### src/rtl/router_pkg.sv
// Shared types and helpers for the router network interfaces.
// Coordinate helpers take widened operands so one definition serves every mesh size.
package router_pkg;

  typedef enum logic [1:0] {IDLE, LOAD, WAIT} tx_state_e;

  // Widest coordinate the helpers accept; callers zero-extend into this.
  localparam int HW = 16;

  function automatic int coord_w(input int max);
    return (max > 0) ? $clog2(max + 1) : 1;
  endfunction

  // Direction bits {dirx, diry}: set when the destination lies above the source.
  function automatic logic [1:0] hdr_build(input logic [HW-1:0] dstx,
                                           input logic [HW-1:0] dsty,
                                           input logic [HW-1:0] srcx,
                                           input logic [HW-1:0] srcy);
    return {dstx > srcx, dsty > srcy};
  endfunction

  function automatic logic in_range(input logic [HW-1:0] v, input logic [HW-1:0] max);
    return v <= max;
  endfunction

endpackage

### src/rtl/RTPort.sv
// Two-phase bundled-data channel shared with the Corner_Router ports.
// Output side drives req/data and samples ack; Input side is the mirror.
interface RTPort #(
  parameter int n = 32
) ();
  logic         req;
  logic [n-1:0] data;
  logic         ack;

  modport Output (output req, output data, input ack);
  modport Input  (input req, input data, output ack);
endinterface

### src/rtl/rt_flit_fifo.sv
// Synchronous flit FIFO; pointers carry one wrap bit to tell full from empty.
module rt_flit_fifo #(
  parameter int DEPTH = 4,
  parameter int W     = 32
) (
  input  logic         clk,
  input  logic         rst_n,
  input  logic         push,
  input  logic [W-1:0] wdata,
  output logic         full,
  input  logic         pop,
  output logic [W-1:0] rdata,
  output logic         empty
);
  localparam int AW = $clog2(DEPTH);

  logic [W-1:0] mem [DEPTH];
  logic [AW:0]  wr_ptr, rd_ptr;

  assign full  = (wr_ptr[AW] != rd_ptr[AW]) && (wr_ptr[AW-1:0] == rd_ptr[AW-1:0]);
  assign empty = (wr_ptr == rd_ptr);
  assign rdata = mem[rd_ptr[AW-1:0]];

  // NOTE: sequential state uses non-blocking assignments so every flop samples pre-edge values.
  always_ff @(posedge clk or negedge rst_n) begin
    if (!rst_n) begin
      wr_ptr <= '0;
      rd_ptr <= '0;
    end else begin
      if (push && !full) wr_ptr <= wr_ptr + 1'b1;
      if (pop && !empty) rd_ptr <= rd_ptr + 1'b1;
    end
  end

  // NOTE: storage is not reset; the pointers alone define which entries are valid.
  always_ff @(posedge clk) begin
    if (push && !full) mem[wr_ptr[AW-1:0]] <= wdata;
  end

endmodule

### src/rtl/rt_proc_tx.sv
// Clocked injector into a router proc input: builds the routing header, queues flits
// and drives them over the two-phase req/ack channel, one toggle per flit.
module rt_proc_tx
  import router_pkg::*;
#(
  parameter int n     = 32,
  parameter int srcx  = 0,
  parameter int srcy  = 0,
  parameter int maxx  = 1,
  parameter int maxy  = 1,
  parameter int DEPTH = 4,
  localparam int XW   = coord_w(maxx),
  localparam int YW   = coord_w(maxy),
  localparam int PW   = n - XW - YW - 2
) (
  input  logic          clk,
  input  logic          rst_n,
  input  logic          s_valid,
  output logic          s_ready,
  input  logic [XW-1:0] s_dstx,
  input  logic [YW-1:0] s_dsty,
  input  logic [PW-1:0] s_payload,
  RTPort.Output         tx,
  output logic          busy,
  output logic          err,
  output logic [15:0]   sent_cnt
);
  // Field widths follow the module parameters, so the flit layout lives here.
  typedef struct packed {
    logic [XW-1:0] dstx;
    logic [YW-1:0] dsty;
    logic          dirx;
    logic          diry;
    logic [PW-1:0] payload;
  } rt_flit_t;

  rt_flit_t     in_flit;
  logic [n-1:0] head, data_q;
  logic         full, empty, push, pop, accept, dst_ok;
  logic         req_q, ack_m, ack_s;
  logic         load, toggle, done;
  tx_state_e    state_q, state_d;

  assign s_ready = rst_n && !full;
  assign accept  = s_valid && s_ready;
  assign dst_ok  = in_range(HW'(s_dstx), HW'(maxx)) && in_range(HW'(s_dsty), HW'(maxy));
  assign push    = accept && dst_ok;
  assign busy    = !empty || (state_q != IDLE);

  always_comb begin
    in_flit.dstx    = s_dstx;
    in_flit.dsty    = s_dsty;
    {in_flit.dirx, in_flit.diry} = hdr_build(HW'(s_dstx), HW'(s_dsty), HW'(srcx), HW'(srcy));
    in_flit.payload = s_payload;
  end

  rt_flit_fifo #(.DEPTH(DEPTH), .W(n)) u_fifo (
    .clk   (clk),
    .rst_n (rst_n),
    .push  (push),
    .wdata (in_flit),
    .full  (full),
    .pop   (pop),
    .rdata (head),
    .empty (empty)
  );

  // NOTE: every output of this block gets a default first, so no path can infer a latch.
  always_comb begin
    state_d = state_q;
    pop     = 1'b0;
    load    = 1'b0;
    toggle  = 1'b0;
    done    = 1'b0;
    case (state_q)
      IDLE: if (!empty) begin
        pop     = 1'b1;
        load    = 1'b1;
        state_d = LOAD;
      end
      LOAD: begin
        toggle  = 1'b1;
        state_d = WAIT;
      end
      WAIT: if (ack_s == req_q) begin
        done    = 1'b1;
        state_d = IDLE;
      end
      default: state_d = IDLE;
    endcase
  end

  // Data is loaded one cycle ahead of the req edge to honour the bundled-data setup.
  always_ff @(posedge clk or negedge rst_n) begin
    if (!rst_n) begin
      state_q  <= IDLE;
      data_q   <= '0;
      req_q    <= 1'b0;
      ack_m    <= 1'b0;
      ack_s    <= 1'b0;
      err      <= 1'b0;
      sent_cnt <= '0;
    end else begin
      state_q <= state_d;
      ack_m   <= tx.ack;
      ack_s   <= ack_m;
      err     <= accept && !dst_ok;
      if (load)   data_q   <= head;
      if (toggle) req_q    <= ~req_q;
      if (done)   sent_cnt <= sent_cnt + 16'd1;
    end
  end

  assign tx.req  = req_q;
  assign tx.data = data_q;

endmodule
### src/flat_wrapper.sv
// flat-port wrapper written by rule: the top's interface ports become plain ports
module rt_proc_tx_flat import router_pkg::*;
#(
  parameter int n     = 32,
  parameter int srcx  = 0,
  parameter int srcy  = 0,
  parameter int maxx  = 1,
  parameter int maxy  = 1,
  parameter int DEPTH = 4,
  localparam int XW   = coord_w(maxx),
  localparam int YW   = coord_w(maxy),
  localparam int PW   = n - XW - YW - 2
)
  (clk, rst_n, s_valid, s_ready, s_dstx, s_dsty, s_payload, busy, err, sent_cnt, tx_req, tx_data, tx_ack);
  RTPort #(.n(n)) tx_i ();
  input  logic clk;
  input  logic rst_n;
  input  logic s_valid;
  output logic s_ready;
  input  logic [XW-1:0] s_dstx;
  input  logic [YW-1:0] s_dsty;
  input  logic [PW-1:0] s_payload;
  output logic busy;
  output logic err;
  output logic [15:0] sent_cnt;
  output wire logic [$bits(tx_i.req)-1:0] tx_req;
  output wire logic [$bits(tx_i.data)-1:0] tx_data;
  input wire logic [$bits(tx_i.ack)-1:0] tx_ack;
  assign tx_req = tx_i.req;
  assign tx_data = tx_i.data;
  assign tx_i.ack = tx_ack;
  rt_proc_tx #(.n(n), .srcx(srcx), .srcy(srcy), .maxx(maxx), .maxy(maxy), .DEPTH(DEPTH)) u_core (.clk(clk), .rst_n(rst_n), .s_valid(s_valid), .s_ready(s_ready), .s_dstx(s_dstx), .s_dsty(s_dsty), .s_payload(s_payload), .tx(tx_i), .busy(busy), .err(err), .sent_cnt(sent_cnt));
endmodule
### config.mk
export PLATFORM = sky130hd
export DESIGN_NAME = rt_proc_tx_flat
export DESIGN_NICKNAME = d
export VERILOG_FILES = /design/src/rtl/router_pkg.sv /design/src/rtl/RTPort.sv /design/src/rtl/rt_flit_fifo.sv /design/src/rtl/rt_proc_tx.sv /design/src/flat_wrapper.sv
export SDC_FILE = /design/constraint.sdc
export NUM_CORES = 1
export LEC_CHECK = 0
export BUFFER_PORTS_ARGS = -buffer_cell sky130_fd_sc_hd__buf_2
export CAP_MARGIN = 5
export CORE_ASPECT_RATIO = 1.1
export CORE_UTILIZATION = 40
export DETAILED_ROUTE_END_ITERATION = 6
export MAX_ROUTING_LAYER = met4
export PLACE_DENSITY = 0.73
export SETUP_SLACK_MARGIN = 0.05
export SLEW_MARGIN = 10
export SYNTH_ARGS = -nofsm -noshare
export SYNTH_HDL_FRONTEND = slang
export SYNTH_SLANG_ARGS = --single-unit
export TNS_END_PERCENT = 30
### constraint.sdc
create_clock -name clk -period 2.2 [get_ports clk]
set_input_delay 0.44 -clock clk [delete_from_list [all_inputs] [get_ports clk]]
set_output_delay 0.44 -clock clk [all_outputs]
set_load 0.005 [all_outputs]
== Word level (Yosys, flattened, before mapping) ==
Memory sizes are Yosys's and may differ from the RTL's. A register that Yosys moved wholly into a read port is not among the register bits.
Index checks and enable logic that the tools add are counted.
W data, S select, Z words.
Storage, ports and cells
  flip-flop bits (word level): 27
  memory bits (writable): 128
  bits of input ports: 34
  word-level logic and storage cells: 44
  memories kept: 1
Cells by class
  add/subtract/negate cells: 3
  $lt $le $gt $ge: 2
  equal/unequal tests: 8
  mux-type cells: 10
  bitwise logic cells: 1
  reduce and logical (&&, ||, !) cells: 12
Memories
  u_core.u_fifo.mem: depth 4, width 32, read ports 1, clocked after memory_dff 1, write ports 1, RTL line rt_flit_fifo.sv:17  | logic [W-1:0] mem [DEPTH];
Operators with widths (number)
  $add A16 B1 Y16 const B: 1
  $mux W1: 7
  $add A3 B1 Y3 const B: 2
  $pmux W2 S3: 1
  $logic_and A1 B1 Y1: 5
  $mux W2: 2
  $eq A3 B3 Y1: 1
  $logic_not A1 Y1: 3
  $eq A2 B1 Y1 const B: 1
  $eq A2 B2 Y1: 1
  $eq A2 B2 Y1 const B: 1
  $gt A1 B1 Y1 const B: 2
  $logic_not A2 Y1: 1
  $ne A2 B1 Y1 const B: 1
  $ne A2 B2 Y1 const B: 1
  $reduce_and A2 Y1: 1
  $reduce_bool A2 Y1: 1
  $eq A1 B1 Y1: 1
  $logic_or A1 B1 Y1: 1
  $ne A1 B1 Y1: 1
  $not A1 Y1: 1

== Depth between registers and ports, before layout ==
  depth in word-level cells: 8
  depth in mapped cells: 6
  mapped depth without buffers: 5

== Hierarchy ==
A second synthesis with hierarchy kept.
Second synthesis, totals
  cell total of the unflattened synthesis: 361
  area total of the unflattened synthesis: 7179.4 µm²
By module, submodules not included
  rt_flit_fifo: times used 1, cells each 216, area an instance 5076.1 µm², sequential area each 3993.8 µm²
  rt_proc_tx: times used 1, cells each 145, area an instance 2103.3 µm², sequential area each 1326.3 µm²

== Least setup slack after synthesis ==
No wires, ideal clock.
  path kind: reg-to-reg
  start point: register u_core.u_fifo.rd_ptr[1]
  end point: memory u_core.u_fifo.mem[3][0] (enable)
  arrival: 1.933 ns
  data required time: 1.809 ns
  setup slack: -0.124 ns
  cell stages (with the launch flop): 5
  period minus slack after synthesis: 2.324 ns
  cell sequence: dfrtp_1 > buf_2 > xnor2_1 > a31oi_1 > and2_1
On the way
  word-level cells in the longest chain between the ends: 8
RTL lines
  from (decl): RTL line rt_flit_fifo.sv:18  | logic [AW:0] wr_ptr, rd_ptr;
  from (signal assigned): RTL line rt_flit_fifo.sv:31  | if (pop && !empty) rd_ptr <= rd_ptr + 1'b1;
  $eq A2 B2 Y1 *: RTL line rt_flit_fifo.sv:20  | assign full = (wr_ptr[AW] != rd_ptr[AW]) && (wr_ptr[AW-1:0] == rd_ptr[AW-1:0]);
  $logic_and A1 B1 Y1 *: RTL line rt_flit_fifo.sv:20
  $logic_not A1 Y1 *: RTL line rt_flit_fifo.sv:37, rt_proc_tx.sv:44
  $logic_and A1 B1 Y1: RTL line rt_proc_tx.sv:44  | assign s_ready = rst_n && !full;
  $logic_and A1 B1 Y1: RTL line rt_proc_tx.sv:45  | assign accept = s_valid && s_ready;
  $logic_and A1 B1 Y1 *: RTL line rt_flit_fifo.sv:37  | if (push && !full) mem[wr_ptr[AW-1:0]] <= wdata;
  $mux W1 *: RTL line rt_flit_fifo.sv:37
  $mux W1 (not written as such) *: RTL line rt_flit_fifo.sv:37
  to (decl): RTL line rt_flit_fifo.sv:17
Every way passes the cells marked *; elsewhere a longest branch is shown, timed or not.

== Worst setup path after layout ==
  start point: register u_core.u_fifo.wr_ptr[1]
  end point: output port busy
On the way
  word-level cells in the longest chain between the ends: 3
RTL lines
  from (decl): RTL line rt_flit_fifo.sv:18
  from (signal assigned): RTL line rt_flit_fifo.sv:30  | if (push && !full) wr_ptr <= wr_ptr + 1'b1;
  $eq A3 B3 Y1: RTL line rt_flit_fifo.sv:21  | assign empty = (wr_ptr == rd_ptr);
  $logic_not A1 Y1: RTL line rt_proc_tx.sv:48  | assign busy = !empty || (state_q != IDLE);
  $logic_or A1 B1 Y1: RTL line rt_proc_tx.sv:48
  to (decl): RTL line flat_wrapper.sv:23  | output logic busy;
No other way between the ends.

==> metrics.csv <==
metric,value,unit
status,finished clean,
GRT Overall Usage,0.153,
reg2reg end,u_core.u_fifo.mem[2][3]$_DFFE_PP_,
Leak,0.00309,uW
Final Critical Period,1.99,ns
clock root cell,clkbuf_16,
DRT Pass-1 Iters,5,
row cnt,49,
PnR worst setup slack,0.214,ns
Inst Count DP,624,
RSZ-0062 raised after global routing,false,
r2r setup slk,0.33,ns
Worst-Margin Slew,0.776,ns
worst hold start,tx_ack,
Layout area overhead,20.0,%
fill count,1379,
final-report hold violation count,0,
"Setup violations, final",0,
post-CTS sizing,0,
HP Class,in -> reg,
post-route cell area,8090,um^2
hold_buf cts,0,
clock power share,0.278,
CTS tree,built,
Rel. slew slack,0.483,
Startpoint Class,flip-flop,
total CTS buffers,17,
DP Area,7490,um^2
Hold Crit Depth,1,
synth unique cells,31,
Starting Density,0.410,
Worst Path Arrival,1.55,ns
mean area per synthesized cell,20.1,um^2
Hold Worst Slack,0.121,ns
num ports,86,
global route overflow,0,
Wirelength per Cell,18.1,um
Max Fclk,504,MHz
Crit path required time,1.76,ns
height of the die,138,um
initial antenna violation count,1,
postcts setup bufs,0,
Gate Count Post-Synth,335,
"Max FO, Critical Path",4,
fin cells,657,
Sw Pwr,2990,uW
CTS sink cnt,177,
post-synthesis register bit count,177,
Residual DRC,0,
WS Path Type,reg -> out,
routability congestion estimate,0.712,
Final HPWL DP,7430,um
internal power,7760,uW
Placeable Area,16400,um^2
final WL,11900,um
register clock-pin slew on the reported worst setup and hold paths,0.06,ns
CTS H-Tree Depth,4,
Die W,126,um
Max Root-Sink Buffers,2,
sequential share of power,0.433,
Vias per Instance,5.02,
die area,17400,um^2
largest net degree at the start of global routing,58,
Fin Setup TNS,0,ns
combinational share of power,0.289,
syn_nets,375,
Skew-Pair Late Insertion Delay,0.42,ns
Slew Limit Fails,0,
yosys synthesis warning count,0,
Power per Cell Area,1330,nW/um^2
via count,3299,
layout cells sized above 1,0.438,
switching share of power,0.278,
sequential fraction of the synthesis area,0.747,
pre-CTS setup slack,0.337,ns
"Cell Area, Synth",6740,um^2
Final Skew,0.00734,ns
final worst-path cycle share,0.903,
Port Buf Inserts,84,
max cap viols,0,
most frequent cells in the layout,"edfxtp_1, buf_2, dfrtp_1",
Peak supply drop,0.000868,V
"commonest non-fill, non-tap cell in the layout",edfxtp_1,
vias in the first global route,3591,
Initial DRC Count,158,
Setup crit end kind,output port,
first-pass GRT wire length,19000,um
Reg-to-Reg Start,u_core.u_fifo.wr_ptr[1]$_DFFE_PN0P_,
WHS Endpoint,u_core.ack_m$_DFF_PN0_,
nets@finish,479,
worst r2r path cells,4,
Final ANT Viol Nets,0,
## power groups by stage
| stage | sequential (uW) | combinational (uW) | clock (uW) |
|---|---|---|---|
| 2_1_floorplan | 4670 | 2230 | 0 |
| 5_1_grt | 4740 | 3390 | 3180 |
| 3_3_place_gp | 4710 | 3100 | 0 |
| 3_5_place_dp | 4730 | 3180 | 0 |
| 4_1_cts | 4670 | 3180 | 3050 |
| 6_report | 4660 | 3100 | 2990 |
## registers in the layout, summed over array words and instances (netlist names)
signal / cells
u_core.u_fifo.mem: 120
u_core.ack_s: 1
u_core.sent_cnt: 16
u_core.ack_m: 1
u_core.u_fifo.rd_ptr: 3
u_core.u_fifo.wr_ptr: 3
u_core.tx.req: 1
u_core.state_q: 2
u_core.tx.data: 30
## worst max-delay path, stage by stage (launching register included)
cell     delay (ns)
dfrtp_1        0.42
xnor2_1        0.39
nand4_1        0.15
buf_2          0.17
## how the worst max path moves through the flow
stage | slack, ns | cells after the start | startpoint | to
after floorplan | -0.09 | 4 | u_core.u_fifo.rd_ptr[1]$_DFFE_PN0P_ | u_core.u_fifo.mem[2][0]$_DFFE_PP_
after global placement | 0.39 | 4 | u_core.u_fifo.wr_ptr[1]$_DFFE_PN0P_ | u_core.u_fifo.mem[2][1]$_DFFE_PP_
after detailed placement | 0.34 | 4 | u_core.u_fifo.wr_ptr[1]$_DFFE_PN0P_ | u_core.u_fifo.mem[2][6]$_DFFE_PP_
after CTS | 0.18 | 3 | u_core.u_fifo.wr_ptr[1]$_DFFE_PN0P_ | busy
after global routing | 0.11 | 3 | u_core.u_fifo.wr_ptr[1]$_DFFE_PN0P_ | busy
final | 0.21 | 3 | u_core.u_fifo.wr_ptr[1]$_DFFE_PN0P_ | busy
## synth_stat cells
| cell | number | area (um^2) |
|---|---|---|
| buf_6 | 3 | 33.8 |
| buf_2 | 4 | 20.0 |
| mux2_1 | 2 | 22.5 |
| nand2b_1 | 2 | 12.5 |
| clkbuf_1 | 3 | 11.3 |
| nand3b_1 | 1 | 7.51 |
| mux4_2 | 30 | 676 |
| xnor2_1 | 15 | 131 |
| xor2_1 | 9 | 78.8 |
| and4_1 | 1 | 8.76 |
| and4b_1 | 1 | 10.0 |
| conb_1 | 1 | 3.75 |
| mux2_2 | 29 | 327 |
| nor4_1 | 1 | 6.26 |
| a31oi_1 | 2 | 12.5 |
| nand3_1 | 4 | 20.0 |
| buf_4 | 4 | 30.0 |
| and3b_1 | 1 | 8.76 |
| o21ai_0 | 2 | 10.0 |
| edfxtp_1 | 120 | 3600 |
| a311oi_4 | 1 | 26.3 |
| inv_1 | 6 | 22.5 |
| nand4_1 | 5 | 31.3 |
| ha_1 | 6 | 75.1 |
| dfrtp_1 | 57 | 1430 |
| nor2_1 | 7 | 26.3 |
| xnor2_2 | 1 | 16.3 |
| and3_1 | 2 | 12.5 |
| and2_1 | 4 | 25.0 |
| nand2_1 | 10 | 37.5 |
| nor3_1 | 1 | 5.00 |
## per-layer routing
metal / global-route usage / wire (um)
met5: - / 0
met4: 0.0628 / 220
met3: 0.0402 / 477
met2: 0.255 / 6240
met1: 0.177 / 4940
## stage by stage
| step | util | total power, uW |
|---|---|---|
| 3_5_place_dp | 0.456 | 7910 |
| 3_3_place_gp | 0.456 | 7800 |
| 5_1_grt | 0.492 | 11300 |
| 2_1_floorplan | - | 6900 |
| 4_1_cts | 0.492 | 10900 |
| 6_report | 0.492 | 10800 |
## logic make-up after synthesis
| group | synth area share |
|---|---|
| XOR/XNOR | 0.0336 |
| other | 0.000557 |
| adder cells (fa/ha/maj) | 0.0111 |
| multiplexers | 0.152 |
| buffers and inverters | 0.0175 |
| AO/OA/AOI/OAI | 0.00724 |
| AND/OR/NAND/NOR | 0.0314 |
| flip-flops | 0.747 |
## area by class of cell
class / instances / area, um^2 / area share
Antenna cell: 1 / 2.50 / 0.000309
Clock buffer: 19 / 464 / 0.0574
Clock inverter: 13 / 133 / 0.0164
Inverter: 6 / 22.5 / 0.00278
Multi-Input combinational cell: 138 / 1600 / 0.197
Sequential cell: 177 / 5030 / 0.622
Tap cell: 204 / 255 / 0.0316
Timing Repair Buffer: 99 / 583 / 0.0721
Note: power is estimated with default switching activity, not from simulation.
